`config.mk`:
```
export PLATFORM = sky130hd
export DESIGN_NAME = fetch_pc_unit
export DESIGN_NICKNAME = d
export VERILOG_FILES = /design/src/rtl/pa_core_pkg.sv /design/src/rtl/pc_target_calc.sv /design/src/rtl/fetch_pc_unit.sv
export SDC_FILE = /design/constraint.sdc
export NUM_CORES = 1
export LEC_CHECK = 0
export CORE_ASPECT_RATIO = 0.9
export CORE_MARGIN = 2
export CORE_UTILIZATION = 43
export DETAILED_ROUTE_END_ITERATION = 10
export PLACE_DENSITY = 0.82
export SETUP_SLACK_MARGIN = 0.5
export SLEW_MARGIN = 20
export SYNTH_ARGS = -nofsm -noshare
export SYNTH_HDL_FRONTEND = slang
export SYNTH_SLANG_ARGS = --single-unit
```
`constraint.sdc`:
```
create_clock -name clock_i -period 3.65 [get_ports clock_i]
set_input_delay 0.9125 -clock clock_i [delete_from_list [all_inputs] [get_ports clock_i]]
set_output_delay 0.9125 -clock clock_i [all_outputs]
set_load 0.02 [all_outputs]
```
`src/rtl/pa_core_pkg.sv`:
```
// Shared core package: fetch-state encoding, address width, reset vector,
// PC step, flush length and branch-direction constants.
package pa_core_pkg;

    localparam int          ADDR_W       = 16;
    localparam logic [15:0] RESET_VECTOR = 16'h0000;
    localparam int          PC_INCR      = 1;
    localparam int          FLUSH_CYCLES = 2;
    localparam int          FLUSH_CNT_W  = 3;

    localparam logic DIR_FWD = 1'b1;
    localparam logic DIR_BWD = 1'b0;

    typedef enum logic [1:0] {
        ST_IDLE,
        ST_RUN,
        ST_FLUSH,
        ST_HALT
    } fetch_state_e;

endpackage

```
`src/rtl/pc_target_calc.sv`:
```
// Branch target adder: base +/- offset modulo 2^W, with carry/borrow flag.
// Ports: base, offset, direction (DIR_FWD adds) -> target, wrap.
module pc_target_calc
    import pa_core_pkg::*;
#(
    parameter int W = pa_core_pkg::ADDR_W
) (
    input  logic [W-1:0] base,
    input  logic [W-1:0] offset,
    input  logic         direction,
    output logic [W-1:0] target,
    output logic         wrap
);

    logic [W:0] sum;

    // The extra top bit is the carry on add and the borrow on subtract.
    always_comb begin
        if (direction == DIR_FWD) begin
            sum = {1'b0, base} + {1'b0, offset};
        end else begin
            sum = {1'b0, base} - {1'b0, offset};
        end
    end

    assign target = sum[W-1:0];
    assign wrap   = sum[W];

endmodule

```
`src/rtl/fetch_pc_unit.sv`:
```
// Fetch PC stage: sequential fetch, relative redirects, fixed flush bubble.
// Ports: clock_i, reset_i (sync, high), enable_i, branch outcome inputs
// (shouldBranch_i, branchDirection_i, branchOffset_i, branchPc_i,
// flushBack_i), fetchReady_i -> fetchValid_o, fetchAddr_o, pc_o,
// flushBack_o, wrapFault_o. Define PC_WRAP_TRAP_EN to halt on PC wrap.
module fetch_pc_unit #(
    parameter int                         ADDR_W       = pa_core_pkg::ADDR_W,
    parameter logic [pa_core_pkg::ADDR_W-1:0] RESET_VECTOR = pa_core_pkg::RESET_VECTOR,
    parameter int                         PC_INCR      = pa_core_pkg::PC_INCR,
    parameter int                         FLUSH_CYCLES = pa_core_pkg::FLUSH_CYCLES
) (
    input  logic              clock_i,
    input  logic              reset_i,
    input  logic              enable_i,
    input  logic              shouldBranch_i,
    input  logic              branchDirection_i,
    input  logic [ADDR_W-1:0] branchOffset_i,
    input  logic [ADDR_W-1:0] branchPc_i,
    input  logic              flushBack_i,
    input  logic              fetchReady_i,
    output logic              fetchValid_o,
    output logic [ADDR_W-1:0] fetchAddr_o,
    output logic [ADDR_W-1:0] pc_o,
    output logic              flushBack_o,
    output logic              wrapFault_o
);

    import pa_core_pkg::*;

    fetch_state_e           state, state_nx;
    logic [ADDR_W-1:0]      pc, pc_nx;
    logic [FLUSH_CNT_W-1:0] cnt, cnt_nx;
    logic                   fault, fault_nx;
    logic                   hflush, hflush_nx;

    logic              redirect;
    logic              accept;
    logic [ADDR_W-1:0] target;
    logic              tgt_wrap;
    logic [ADDR_W:0]   incr;

    pc_target_calc #(.W(ADDR_W)) u_calc (
        .base      (branchPc_i),
        .offset    (branchOffset_i),
        .direction (branchDirection_i),
        .target    (target),
        .wrap      (tgt_wrap)
    );

    assign redirect = shouldBranch_i & flushBack_i;
    assign accept   = (state == ST_RUN) & fetchReady_i;
    assign incr     = {1'b0, pc} + {1'b0, ADDR_W'(PC_INCR)};

    always_comb begin
        state_nx  = state;
        pc_nx     = pc;
        cnt_nx    = cnt;
        fault_nx  = fault;
        hflush_nx = 1'b0;
        unique case (state)
            ST_IDLE: begin
                if (enable_i) state_nx = ST_RUN;
            end
            ST_RUN: begin
                // A stalled request keeps RUN even if enable drops.
                if (accept) begin
                    pc_nx = incr[ADDR_W-1:0];
                    if (!enable_i) state_nx = ST_IDLE;
`ifdef PC_WRAP_TRAP_EN
                    if (incr[ADDR_W]) begin
                        pc_nx     = pc;
                        state_nx  = ST_HALT;
                        fault_nx  = 1'b1;
                        hflush_nx = 1'b1;
                    end
`endif
                end
            end
            ST_FLUSH: begin
                if (cnt == '0) begin
                    state_nx = enable_i ? ST_RUN : ST_IDLE;
                end else begin
                    cnt_nx = cnt - 1'b1;
                end
            end
            ST_HALT: begin
            end
        endcase
        // Redirect overrides everything, including a same-cycle accept.
        if (redirect && state != ST_HALT) begin
            state_nx = ST_FLUSH;
            pc_nx    = target;
            cnt_nx   = FLUSH_CNT_W'(FLUSH_CYCLES - 1);
`ifdef PC_WRAP_TRAP_EN
            if (tgt_wrap) begin
                state_nx  = ST_HALT;
                pc_nx     = pc;
                cnt_nx    = cnt;
                fault_nx  = 1'b1;
                hflush_nx = 1'b1;
            end
`endif
        end
    end

    always_ff @(posedge clock_i) begin
        if (reset_i) begin
            state  <= ST_IDLE;
            pc     <= RESET_VECTOR;
            cnt    <= '0;
            fault  <= 1'b0;
            hflush <= 1'b0;
        end else begin
            state  <= state_nx;
            pc     <= pc_nx;
            cnt    <= cnt_nx;
            fault  <= fault_nx;
            hflush <= hflush_nx;
        end
    end

    assign fetchValid_o = (state == ST_RUN);
    assign fetchAddr_o  = pc;
    assign pc_o         = pc;
    assign flushBack_o  = (state == ST_FLUSH) | hflush;

`ifdef PC_WRAP_TRAP_EN
    assign wrapFault_o = fault;
`else
    logic unused_wrap;
    assign unused_wrap = tgt_wrap ^ incr[ADDR_W] ^ fault;
    assign wrapFault_o = 1'b0;
`endif

endmodule

```
==> Word-level counts from Yosys, hierarchy flattened <==
Index checks and enable logic that the tools add are counted.
{ "classes": {"add_sub_neg": 4, "multipliers": 0, "div_mod_pow": 0, "n_lt_le_gt_ge": 0, "eq_ne": 12, "shift": 0, "mux": 14, "bitwise_logic": 3, "reduce_logical": 14} }
{ "op_table": {"columns": ["op", "count"], "rows": [
  ["two-way mux 16 bit", 4],
  ["adder 16 x 1 -> 16 bit, second input constant", 1],
  ["adder 16 bit", 1],
  ["subtractor 16 bit", 1],
  ["two-way mux 2 bit", 5],
  ["AND reduction 5 bit", 2],
  ["inequality test 2 bit, second input constant", 4],
  ["inequality test 3 bit, second input constant", 2],
  ["case mux 2 bit (3 select lines)", 1],
  ["AND reduction 2 bit", 3],
  ["nonzero test 2 bit", 3],
  ["two-way mux 1 bit", 4],
  ["inequality test 2 x 1 -> 1 bit, second input constant", 2],
  ["nonzero test 4 bit", 1],
  ["zero test 3 bit", 1],
  ["inequality test 3 x 1 -> 1 bit, second input constant", 1],
  ["inequality test 3 x 2 -> 1 bit, second input constant", 1],
  ["nonzero test 3 bit", 1],
  ["subtractor 3 x 1 -> 3 bit, second input constant", 1],
  ["AND 1 bit", 2],
  ["== test 2 x 1 -> 1 bit, second input constant", 1],
  ["== test 2 bit, second input constant", 1],
  ["zero test 2 bit", 1],
  ["OR reduction 2 bit", 1],
  ["other kinds (2)", 2]
]} }
{ "word_totals": {"register_bits": 21, "latch_bits": 0, "ram_bits": 0, "mem_bits_ro": 0, "input_bits": 39, "output_inout_bits": 35, "mem_count": 0} }

==> Depth between registers and ports, before layout <==
{ "depth": {"depth_word": 5, "depth_mapped": 16, "depth_no_buf": 15} }

==> Modules after synthesis <==
Synthesis repeated with hierarchy kept, for this count alone.
{ "hier_totals": {"hier_cells": 304, "hier_area_um2": 2311.0} }
{ "by_module_without_submodules": {"columns": ["module", "n_inst", "cells_each", "area_per_inst_um2"], "rows": [
  ["fetch_pc_unit", 1, 153, 1256.2],
  ["pc_target_calc", 1, 151, 1054.8]
]} }

==> Worst setup path before layout <==
OpenSTA, ideal clock, no wires.
{ "synth_timing": {"path_type": "input to register", "start": "in branchOffset_i[0]", "end": "reg pc[15], in the netlist fetchAddr_o[15]", "setup_time_ns": 0.130, "arrival_time_ns": 3.332, "path_slack_ns": 0.188, "path_stages": 16, "cell_sequence": "inv_1 > ha_1 > nor2b_1 > nand3_1 > or4_1 > nor3_1 > nor2_1 > xor2_1 > ha_1 > clkbuf_1 > a21o_1 > a21o_1 > a21oi_1 > o21ai_1 > xnor2_1 > o22ai_1"} }
{ "synth_between": {"elab_chain_cells": 3, "elab_cells_between_ends": 4} }
{ "synth_lines": {"columns": ["item", "line_no", "source"], "rows": [
  ["start: declaration", "fetch_pc_unit.sv:17", "input logic [ADDR_W-1:0] branchOffset_i,"],
  ["subtractor 16 bit / adder 16 bit (equally long branches)", "pc_target_calc.sv:22, pc_target_calc.sv:20", null],
  ["two-way mux 16 bit (*)", "pc_target_calc.sv:19", "if (direction == DIR_FWD) begin"],
  ["two-way mux 16 bit (*)", "fetch_pc_unit.sv:90", "if (redirect && state != ST_HALT) begin"],
  ["end signal: assignment", "fetch_pc_unit.sv:115", "pc <= pc_nx;"],
  ["end: declaration", "fetch_pc_unit.sv:31", "logic [ADDR_W-1:0] pc, pc_nx;"]
]} }
Mark *: on every way between the ends. The rest lies on a longest branch, timed or not.
A chain may end at the register's enable or synchronous reset.

==> Worst setup path after layout <==
{ "layout_timing": {"start": "in branchOffset_i[2]", "end": "reg pc[14], in the netlist fetchAddr_o[14]"} }
Same word-level chain as after synthesis.

==> results <==
- In this run the count of I/O pins placed on the die edge is 74.
- The hold violation total from the final report is 0.
- The antenna diode count is 0.
- The worst hold path was traced through 2 stages.
- CTS built an H-tree with a depth of 1.
- Leaving out fill and tap cells, the most frequent cell in the layout is clkdlybuf4s50_1.
- At the later pin of the worst-skew pair, clock insertion delay measures 260 ps.
- The time the final worst path needs with I/O delays and setup is 3140 ps.
- The final-layout fill cell count is 440.
- Yosys mapped a number of flops with a built-in enable equal to 0.
- TritonCTS built the clock tree.
- The number of clock sinks is 21.
- The net count of the mapped netlist is 361.
- The residual overflow from global routing is 0.
- The worst IR drop on VDD is 0.162 mV.
- The master of the slowest instance on the critical path is ha_1.
- The post-synth design cell area is 0.00235 mm2.
- For this design the ratio of total power to cell area is 289 mW/mm2.
- For the worst flop-to-flop path, the logic depth is 7.
- The endpoint required time on the critical path is 3800 ps.
- The most used flip-flop cell after synthesis is dfxtp_1.
- The share of flip-flops with an asynchronous set or reset is 0.
- The count of unresolved DRC violations after routing is 0.
- STA classifies the critical path endpoint as a register.
- A synthesized cell averages 7.87 um2.
- The instance area at placement is 0.00310 mm2.
- Dividing the detail-routed wire length by the instance count gives 13.4 um.
- For this design the static power due to leakage is 1.37 nW.
- In this run the deepest clock path goes through 2 buffers.
- The finished layout holds 440 standard cells, fillers aside.
- Across all layers, the routed design uses 2382 vias.
- The die covers 0.00606 mm2.
- In the global route stage, overall resource usage came out at 0.188.
- The post-synthesis instance total is 298.
- In the layout the commonest cells are 61 x clkdlybuf4s50_1, 30 x nor2_1, 23 x buf_4.
- The peak fanout along the critical path is 5.
- The final estimated routing congestion in global placement is 0.834.
- The number of placed instances, taps included is 425.
- The min-delay analysis places its worst path in the category register to register.
- The headroom to the max-slew limit is 0.588.
- The final layout contains 437 nets.
- The critical path launch point type is an input pin.
- Setup repair after global routing could not meet its margin everywhere.
- The number of antenna violations at the first check in global routing is 0.
- The number of detailed-route iterations in the first pass is 4.
- The number of global-route vias before repair is 2149.
- In this run the horizontal extent of the chip is 81.9 um.
- The core region is 0.00526 mm2.
- Compared with the post-synthesis result, the final layout area differs by 43.9%.
- The count of cell types in the netlist is 51.
- The share of the clock period used by the worst path is 0.860.
- The vertical die dimension is 74.1 um.
- The area of combinational cells with multiple inputs is 0.00186 mm2.
- Final hold analysis gives a worst-case slack of 502 ps.
- STA puts the critical path data arrival time at 3290 ps.
- On the worst path, the slowest cell contributes a delay of 360 ps.
- The mean number of vias per cell is 5.41.
- The count of nets left with antenna violations once routing finished came out at 0.
- Buffers placed on the I/O ports in this run total 72.
- The Yosys step of the flow raised 0 warnings.
- The run finished with clean final reports.
- Hold repair after CTS inserted 0 buffers.
- The clock-pin slew of the registers on the worst-case setup and hold paths is 70 ps.
- The share of synthesized area occupied by flip-flops and latches is 0.179.
- The initial detailed-routing violation count is 91.
- The estimated wirelength of the detail-placed design is 4.64 mm.
- The first global-routing pass estimated 9.22 mm of wire.
- The final number of max-transition violations is 0.
- Based on the critical path, the design can be clocked at up to 0.319 GHz.
- Setup violations remaining at the end of the flow were counted as 0.
- The pin slew with the least headroom to its limit is 616 ps.
- The setup path with the least slack is of type input pin to register.
- The maximum number of pins on one net before global-route repair is 18.
- The worst setup skew after layout is 3.00 ps.
- The cell sitting at the root of the clock tree is a clkbuf_8.
- The TritonCTS buffer count is 3.
- The area occupied by registers is 420 um2.
- The starting utilization of the core area is 0.446.
- In the final layout, the share of cells above drive strength 1 is 0.201.
- The final routed wirelength across all metal layers is 5.90 mm.
- Walking the worst path, the cells encountered are dlygate4sd2_1 -> buf_4 -> nor3_4 -> and4_1 -> nor2_1 -> xor2_1 -> ha_1 -> a21o_1 -> a21o_1 -> a21oi_1 -> o21ai_1 -> xnor2_1 -> o21ai_1.
- With fillers left out, the area of the finished cells amounts to 0.00338 mm2.
- The flip-flop and latch count after synthesis is 21.
- Max-cap violations in this run came to 0.
- Summed over all failing endpoints, the final setup total negative slack is 0 ps.
- In this run the core area contains 25 standard-cell rows.
## cell usage after synthesis (2+ instances only)
cell type	number	share of area
ha_1	23	0.12
and2_1	2	0.0053
xnor2_1	21	0.078
o21ai_0	7	0.015
nor3_2	2	0.0085
nor2b_1	7	0.019
nand4_2	2	0.011
nor3_1	3	0.0064
clkbuf_1	5	0.0080
a211oi_1	12	0.038
xor2_1	19	0.071
nand3_1	7	0.015
o22ai_1	2	0.0053
o21bai_1	2	0.0064
a22oi_1	2	0.0064
o21ai_1	5	0.011
a21o_1	6	0.019
buf_4	18	0.058
inv_1	11	0.018
and3_1	4	0.011
nor2_1	32	0.051
buf_2	2	0.0043
nand2b_1	3	0.0080
nand4_1	11	0.029
nand2_1	13	0.021
mux2i_1	2	0.0085
a21oi_1	29	0.062
nor4_1	2	0.0053
dfxtp_1	21	0.18
a41oi_1	2	0.0075
## cells by family after synthesis
kind of cell,synth area share
simple gates,0.204
buf+inv,0.0923
mux,0.0133
flops,0.179
xor+xnor,0.149
compound gates,0.229
other cells,0.00160
fa+ha+maj,0.131
## power breakdown
group | total [mW] | switching (mW) | internal [mW]
combinational | 0.544 | 0.270 | 0.274
sequential | 0.282 | 0.0318 | 0.250
clock | 0.149 | 0.0717 | 0.0777
total | 0.975 | 0.373 | 0.602
## through the flow
| stage | power (mW) | setup WS, ps | utilization |
|---|---|---|---|
| 2_1_floorplan | 0.603 | 312 | - |
| 3_3_place_gp | 0.754 | -124 | 0.589 |
| 3_5_place_dp | 0.769 | -262 | 0.589 |
| 4_1_cts | 0.927 | 345 | 0.606 |
| 5_1_grt | 1.04 | 340 | 0.643 |
| 6_report | 0.975 | 512 | 0.643 |
## flip-flops by register name (all words and copies together), names as in the netlist
signal	count
fetchAddr_o	16
cnt	3
state	2
## worst max-delay path, delay by kind of cell
family                   cells  cell delay [ps]
AO/OA/AOI/OAI                5              660
XOR/XNOR                     2              340
adder cells (fa/ha/maj)      1              360
buffers and inverters        2              410
AND/OR/NAND/NOR              3              600
## per-layer routing
layer  GRT usage  part of all wire  up-vias
li1            -                 -     1202
met1       0.241              0.45     1082
met2       0.341              0.48       90
met3      0.0158             0.060        8
met4      0.0463             0.011        0
met5           0                 0        -
## final timing paths
check	startpoint	to	slack, ps
worst max-delay path	branchOffset_i[2]	fetchAddr_o[14]	510
worst min-delay path	cnt[1]	cnt[1]	500
worst max register to register	fetchAddr_o[0]	fetchAddr_o[12]	1770
worst min register to register	cnt[1]	cnt[1]	500
## repair_timing
item	CTS	global route
endpoints found under the setup margin	8	9
setup buffers	1	10
pin swaps	15	17
gates resized for setup	28	27
## cell type report
| class | instances | share of cell area |
|---|---|---|
| Clock buffer | 4 | 0.0133 |
| Inverter | 11 | 0.0130 |
| Multi-Input combinational cell | 240 | 0.551 |
| Sequential cell | 21 | 0.124 |
| Tap cell | 67 | 0.0248 |
| Timing Repair Buffer | 97 | 0.273 |
(Power assumes the default switching activity.)
